--- src/rtl/cdu_timing_pkg.sv ---
// Shared types and constants for the CDU four-phase timing receive path.
// Contents: FSM state enum, phase index type, error codes, one-hot helper.
package cdu_timing_pkg;

    localparam int unsigned NUM_PHASES = 4;
    localparam int unsigned PHASE_W    = 2;
    localparam int unsigned ERR_W      = 2;

    typedef enum logic [1:0] {
        HUNT    = 2'd0,
        CONFIRM = 2'd1,
        LOCKED  = 2'd2,
        SLIP    = 2'd3
    } fsm_state_t;

    typedef logic [PHASE_W-1:0] phase_idx_t;
    typedef logic [ERR_W-1:0]   err_code_t;

    localparam err_code_t ERR_NONE  = 2'd0;
    localparam err_code_t ERR_ORDER = 2'd1;
    localparam err_code_t ERR_MULTI = 2'd2;
    localparam err_code_t ERR_GAP   = 2'd3;

    // Index of the set bit of a one-hot phase vector (0 when none set).
    function automatic phase_idx_t onehot_to_idx(input logic [NUM_PHASES-1:0] oh);
        phase_idx_t idx;
        idx = '0;
        for (int i = 0; i < NUM_PHASES; i++) begin
            if (oh[i]) idx = PHASE_W'(i);
        end
        return idx;
    endfunction

endpackage

--- src/rtl/cdu_sync.sv ---
// Multi-flop synchronizer for one asynchronous FAZ strobe.
// Ports: clk, rst_n (async active-low, clears chain), d (async in), q (synchronized out).
module cdu_sync #(
    parameter int unsigned SYNC_STAGES = 2
) (
    input  logic clk,
    input  logic rst_n,
    input  logic d,
    output logic q
);

    logic [SYNC_STAGES-1:0] sync_q;

    // Shift chain; the last stage is the synchronized value.
    always_ff @(posedge clk or negedge rst_n) begin
        if (!rst_n) begin
            sync_q <= '0;
        end else begin
            sync_q <= {sync_q[SYNC_STAGES-2:0], d};
        end
    end

    assign q = sync_q[SYNC_STAGES-1];

endmodule

--- src/rtl/faz_phase_monitor.sv ---
// Receive side of the CDU four-phase timing interface: synchronizes FAZ1HI..FAZ4HI,
// checks 1-2-3-4 order, locks, recovers the phase index and an 800 Hz strobe,
// and reports order / multi-edge / dropout faults.
// Ports: clk, rst_n, FAZ1HI..FAZ4HI (async), locked, phase, phase_valid,
//        p800_stb, err_stb, err_code.
// Optional macro FAZ_ERR_COUNT_EN adds err_clr (in) and err_count[7:0] (out).
module faz_phase_monitor
    import cdu_timing_pkg::*;
#(
    parameter int unsigned SYNC_STAGES = 2,
    parameter int unsigned LOCK_CYCLES = 4,
    parameter int unsigned MAX_GAP     = 64,
    parameter int unsigned DIV_RATIO   = 16
) (
    input  logic       clk,
    input  logic       rst_n,
    input  logic       FAZ1HI,
    input  logic       FAZ2HI,
    input  logic       FAZ3HI,
    input  logic       FAZ4HI,
`ifdef FAZ_ERR_COUNT_EN
    input  logic       err_clr,
    output logic [7:0] err_count,
`endif
    output logic       locked,
    output logic [1:0] phase,
    output logic       phase_valid,
    output logic       p800_stb,
    output logic       err_stb,
    output logic [1:0] err_code
);

    localparam int unsigned GAP_W  = $clog2(MAX_GAP + 1);
    localparam int unsigned DIV_W  = (DIV_RATIO > 2) ? $clog2(DIV_RATIO) : 1;
    localparam int unsigned GOOD_W = 4;

    localparam logic [GAP_W-1:0]  GAP_MAX   = GAP_W'(MAX_GAP);
    localparam logic [GAP_W-1:0]  GAP_LAST  = GAP_W'(MAX_GAP - 1);
    localparam logic [GOOD_W-1:0] GOOD_LOCK = GOOD_W'(LOCK_CYCLES);

    logic [NUM_PHASES-1:0] faz_raw, faz_s, faz_d, rise;
    logic                  any_rise, multi, single, exp_hit, gap_expire;
    phase_idx_t            rise_idx, exp_phase;

    fsm_state_t            state, state_n;
    phase_idx_t            phase_n;
    logic                  phase_valid_n, p800_n, err_stb_n, locked_n;
    err_code_t             err_code_n;
    logic [GAP_W-1:0]      gap_cnt, gap_n;
    logic [GOOD_W-1:0]     good_cnt, good_n, good_inc;
    logic [DIV_W-1:0]      div_cnt, div_n, div_inc;

    assign faz_raw = {FAZ4HI, FAZ3HI, FAZ2HI, FAZ1HI};

    // One synchronizer per phase strobe.
    for (genvar i = 0; i < NUM_PHASES; i++) begin : g_sync
        cdu_sync #(.SYNC_STAGES(SYNC_STAGES)) u_sync (
            .clk   (clk),
            .rst_n (rst_n),
            .d     (faz_raw[i]),
            .q     (faz_s[i])
        );
    end

    // Delayed copy for rising-edge detection.
    always_ff @(posedge clk or negedge rst_n) begin
        if (!rst_n) faz_d <= '0;
        else        faz_d <= faz_s;
    end

    assign rise       = faz_s & ~faz_d;
    assign any_rise   = |rise;
    // More than one bit set: clearing the lowest set bit leaves something.
    assign multi      = (rise & (rise - NUM_PHASES'(1))) != '0;
    assign single     = any_rise & ~multi;
    assign rise_idx   = onehot_to_idx(rise);
    assign exp_phase  = phase + PHASE_W'(1);
    assign exp_hit    = single && (rise_idx == exp_phase);
    // An edge in the expiry cycle wins, so expiry requires a quiet cycle.
    assign gap_expire = !any_rise && (gap_cnt == GAP_LAST);
    assign good_inc   = good_cnt + GOOD_W'(1);
    assign div_inc    = div_cnt + DIV_W'(1);

    // State and output registers.
    always_ff @(posedge clk or negedge rst_n) begin
        if (!rst_n) begin
            state       <= HUNT;
            phase       <= '0;
            phase_valid <= 1'b0;
            p800_stb    <= 1'b0;
            err_stb     <= 1'b0;
            err_code    <= ERR_NONE;
            locked      <= 1'b0;
            gap_cnt     <= '0;
            good_cnt    <= '0;
            div_cnt     <= '0;
        end else begin
            state       <= state_n;
            phase       <= phase_n;
            phase_valid <= phase_valid_n;
            p800_stb    <= p800_n;
            err_stb     <= err_stb_n;
            err_code    <= err_code_n;
            locked      <= locked_n;
            gap_cnt     <= gap_n;
            good_cnt    <= good_n;
            div_cnt     <= div_n;
        end
    end

    // Next-state and output decode.
    always_comb begin
        state_n       = state;
        phase_n       = phase;
        phase_valid_n = 1'b0;
        p800_n        = 1'b0;
        err_stb_n     = 1'b0;
        err_code_n    = err_code;
        good_n        = good_cnt;
        div_n         = div_cnt;
        if (any_rise)                gap_n = '0;
        else if (gap_cnt == GAP_MAX) gap_n = gap_cnt;
        else                         gap_n = gap_cnt + GAP_W'(1);

        unique case (state)
            HUNT: begin
                if (single) begin
                    phase_n       = rise_idx;
                    phase_valid_n = 1'b1;
                    good_n        = '0;
                    state_n       = CONFIRM;
                end
            end
            CONFIRM: begin
                if (multi || gap_expire) begin
                    good_n  = '0;
                    state_n = HUNT;
                end else if (single) begin
                    phase_n       = rise_idx;
                    phase_valid_n = 1'b1;
                    if (!exp_hit) begin
                        good_n = '0;
                    end else if (rise_idx == PHASE_W'(NUM_PHASES - 1)) begin
                        good_n = good_inc;
                        if (good_inc == GOOD_LOCK) begin
                            div_n   = '0;
                            state_n = LOCKED;
                        end
                    end
                end
            end
            LOCKED: begin
                if (multi) begin
                    err_stb_n  = 1'b1;
                    err_code_n = ERR_MULTI;
                    state_n    = SLIP;
                end else if (single && !exp_hit) begin
                    err_stb_n  = 1'b1;
                    err_code_n = ERR_ORDER;
                    state_n    = SLIP;
                end else if (exp_hit) begin
                    phase_n       = rise_idx;
                    phase_valid_n = 1'b1;
                    if (rise_idx == '0) begin
                        div_n  = div_inc;
                        p800_n = (div_inc == '0);
                    end
                end else if (gap_expire) begin
                    err_stb_n  = 1'b1;
                    err_code_n = ERR_GAP;
                    state_n    = SLIP;
                end
            end
            SLIP: begin
                good_n  = '0;
                div_n   = '0;
                state_n = HUNT;
            end
            default: state_n = HUNT;
        endcase

        locked_n = (state_n == LOCKED);
    end

`ifdef FAZ_ERR_COUNT_EN
    // Saturating fault counter; a clear coinciding with a fault leaves one count.
    always_ff @(posedge clk or negedge rst_n) begin
        if (!rst_n) begin
            err_count <= '0;
        end else if (err_clr) begin
            err_count <= err_stb ? 8'd1 : 8'd0;
        end else if (err_stb && (err_count != 8'hFF)) begin
            err_count <= err_count + 8'd1;
        end
    end
`endif

endmodule

--- config.mk ---
export PLATFORM = sky130hd
export DESIGN_NAME = faz_phase_monitor
export DESIGN_NICKNAME = d
export VERILOG_FILES = /design/src/rtl/cdu_timing_pkg.sv /design/src/rtl/cdu_sync.sv /design/src/rtl/faz_phase_monitor.sv
export SDC_FILE = /design/constraint.sdc
export NUM_CORES = 1
export LEC_CHECK = 0
export CAP_MARGIN = 15
export CELL_PAD_IN_SITES_DETAIL_PLACEMENT = 1
export CELL_PAD_IN_SITES_GLOBAL_PLACEMENT = 1
export CORE_MARGIN = 2
export CORE_UTILIZATION = 40
export CTS_CLUSTER_SIZE = 40
export DETAILED_ROUTE_END_ITERATION = 6
export GPL_TIMING_DRIVEN = 0
export PLACE_DENSITY = 0.8
export SLEW_MARGIN = 0
export SYNTH_ARGS = -nofsm -noshare
export SYNTH_HDL_FRONTEND = slang
export SYNTH_SLANG_ARGS = --single-unit
--- constraint.sdc ---
create_clock -name clk -period 3.6 [get_ports clk]
set_clock_uncertainty 0.05 [all_clocks]
set_input_delay 0.54 -clock clk [delete_from_list [all_inputs] [get_ports clk]]
set_output_delay 0.54 -clock clk [all_outputs]
set_load 0.05 [all_outputs]
==> results.py <==
metrics = {
    "outcome": {
        "status": "completed",
    },
    "pwr": {
        "peakVddDrop_mv": 0.207,
        "p_leak_nw": 0.978,
        "p_clk_share_pct": 36.3,
        "swShare_pct": 27.7,
        "p_switching_uw": 281,
        "combPwrFrac_pct": 18.4,
        "power.density_nw_per_um2": 465,
        "p_int_uw": 733,
        "seqPwrFrac_pct": 45.3,
    },
    "finish": {
        "drive_gt1_share_pct": 13.9,
        "fin_util_pct": 49.1,
        "nets": 212,
        "area_growth_pct": 16.3,
        "diodes": 0,
        "fin_area_um2": 2180,
    },
    "sta": {
        "post-route-min-period_ns": 2.18,
        "slew_headroom_pct": 45.4,
        "tns_ns": 0,
        "rsz0062_at_grt": "false",
        "worst_slew_pin_slew_ns": 0.819,
        "hold_viol": 0,
        "report.final.slew_viol_count": 0,
        "max_freq_ghz": 0.459,
        "setup_viol": 0,
        "fin_crit_sh_pct": 60.6,
    },
    "cts": {
        "ctsHoldBuffers": 0,
        "ctsHtreeMaxLevel": 2,
        "clock_latency_ns": 0.29,
        "cts.sink_count": 37,
        "cts_inserted_buffers": 5,
        "cts_root_buf": "clkbuf_8",
        "clk_pin_slew_ns": 0.07,
        "cts_resized": 0,
        "cts_tree": "yes",
        "cts_buffer_depth": 2,
        "postCtsSetupBuffers": 0,
    },
    "drt": {
        "viasPerCell": 5.85,
        "drt_iter0_drc": 67,
        "wl_per_cell_um": 16.1,
        "dr.pass1.iters": 4,
        "via_count": 1479,
        "wirelength_um": 4060,
        "ant_nets": 0,
        "drc": 0,
    },
    "floorplanning": {
        "die_w_um": 72.5,
        "fp.coreArea_um2": 4440,
        "start_util_pct": 42.2,
        "floorplan.rows": 24,
        "die_area_um2": 5260,
        "ios": 14,
        "die-height_um": 72.5,
    },
    "worst_setup_path": {
        "path_max_fanout": 8,
        "slowest_stage": "clkdlybuf4s50_1",
        "reg2reg_slack_ns": 1.57,
        "cp_top_family": "buffers and inverters",
        "cp_slowest_stage_delay_ns": 0.85,
        "crit_buf_inv": 1,
        "worstSetupPathDepth": 1,
        "crit_path_start_kind": "flip-flop",
        "worstPathArrival_ns": 1.59,
        "critPathRequiredTime_ns": 3.01,
        "path_class": "reg2out",
        "path_cells": "clkdlybuf4s50_1",
        "r2r_cells": 7,
        "critPathCaptureType": "output port",
    },
    "logic_synthesis": {
        "synth_nets": 192,
        "synth_area_leader_cell": "dfrtp_1",
        "synth-edff-count": 0,
        "synth_top_area_share_pct": 49.3,
        "ys_ff_latch": 37,
        "synth.avg_cell_area_um2": 10.4,
        "postSynthCellCount": 180,
        "syn-cell-area_um2": 1880,
        "yosysUniqueCellTypes": 51,
        "synthArstFlopShare_pct": 100,
        "yosysSeqAreaShare_pct": 49.3,
        "synth_ff_type": "dfrtp_1",
        "synthTopCellsByArea": "dfrtp_1 49%, nand2_1 4.2%, ha_1 4.0%",
        "yosysMostFrequentCell": "dfrtp_1",
        "synth_warnings": 0,
        "synth_commonest_cells": "37 x dfrtp_1, 21 x nand2_1, 12 x nor2_1",
    },
    "run": {
        "maxCapViolCount": 0,
    },
    "global_routing": {
        "antenna_found_initial": 0,
        "overflow": 0,
        "grt_pass1_vias": 1525,
        "grt_max_degree": 38,
        "gr-usage-met2_pct": 29.2,
        "grt.busiest_layer": "met2",
        "grtUsageTotal_pct": 17.4,
        "grt_first_pass_wirelength_um": 6990,
        "met3_usage_pct": 4.31,
        "use_met1_pct": 20.3,
    },
    "place": {
        "postPlaceCellArea_um2": 2070,
        "io_buffers": 13,
        "hpwlAfterDp_um": 3010,
        "gp_congestion": 0.829,
    },
    "hold_path": {
        "worstHoldPathType": "in2async",
    },
}
final timing paths:
check                                           start                         end
max in group asynchronous                       rst_n                  gap_cnt[3]
setup reg to reg                           gap_cnt[0]                 good_cnt[2]
hold / removal                                  rst_n                    p800_stb
setup / recovery                             phase[1]                    phase[1]
hold reg to reg            g_sync[0].u_sync.sync_q[0]  g_sync[0].u_sync.sync_q[1]
min in group clk           g_sync[0].u_sync.sync_q[0]  g_sync[0].u_sync.sync_q[1]
flip-flops by register name, summed over array words and instances (netlist names):
register              cells
g_sync.u_sync.sync_q      8
gap_cnt                   7
div_cnt                   4
faz_d                     4
good_cnt                  4
err_code                  2
phase                     2
state                     2
err_stb                   1
locked                    1
p800_stb                  1
phase_valid               1
layer usage:
layer / up-vias / routed length [µm]
met2: 30 / 2060
met3: 10 / 144
met4: 0 / 104
li1: 682 / -
met1: 757 / 1760
met5: - / 0
logic make-up after synthesis:
| family | share of synthesized area (%) |
|---|---|
| and+or+nand+nor | 26.1 |
| DFF | 49.3 |
| AOI/OAI and AO/OA | 13.2 |
| buffers and inverters | 2.40 |
| xor gates and xnor gates | 3.73 |
| adders and majority gates | 4.00 |
| muxes | 1.20 |
cell type report:
cell class                      count  area (µm²)
Clock inverter                      1        30.0
Tap cell                           52        65.1
Clock buffer                        7        86.3
Sequential cell                    37         926
Inverter                            5        18.8
Timing Repair Buffer               13         125
Multi-Input combinational cell    134         906
Buffer                              4        26.3
Fill cell                         502        2260
layout by cell type (no fill, tap or decap), types with 2 or more instances in the layout:
| cell | instances |
|---|---|
| clkbuf_8 | 6 |
| nand3_1 | 9 |
| a21oi_2 | 2 |
| xnor2_1 | 4 |
| dfrtp_1 | 37 |
| nor3_1 | 4 |
| inv_1 | 5 |
| o21ai_1 | 3 |
| a31oi_1 | 4 |
| o21ai_0 | 10 |
| nor2_1 | 12 |
| mux2_2 | 2 |
| nand4_1 | 3 |
| ha_1 | 6 |
| clkbuf_1 | 3 |
| o31ai_1 | 2 |
| or3_1 | 3 |
| a21oi_1 | 5 |
| nand2_1 | 21 |
| clkdlybuf4s50_1 | 12 |
| nor4_1 | 2 |
| nand2b_1 | 6 |
| and3_1 | 4 |
| nand2b_4 | 2 |
| xor2_1 | 4 |
through the flow:
step / worst slack, ns / hold WS, ns / power (mW) / std cells
floorplan: 1.76 / 0.194 / 0.596 / 180
global placement: 1.19 / 0.284 / 0.644 / 245
detailed placement: 1.57 / 0.291 / 0.653 / 245
CTS: 1.41 / 0.308 / 1.03 / 253
global route: 1.34 / 0.317 / 1.06 / 253
finish: 1.42 / 0.286 / 1.01 / 253
power by group through the flow:
stage               Combinational, mW  Sequential (mW)  Clock, mW
floorplan                       0.109            0.486          0
global placement                0.179            0.465          0
detailed placement              0.186            0.467          0
CTS                             0.188            0.460      0.379
global route                    0.207            0.464      0.394
finish                          0.187            0.459      0.369
Note: power is estimated with default switching activity, not from simulation.
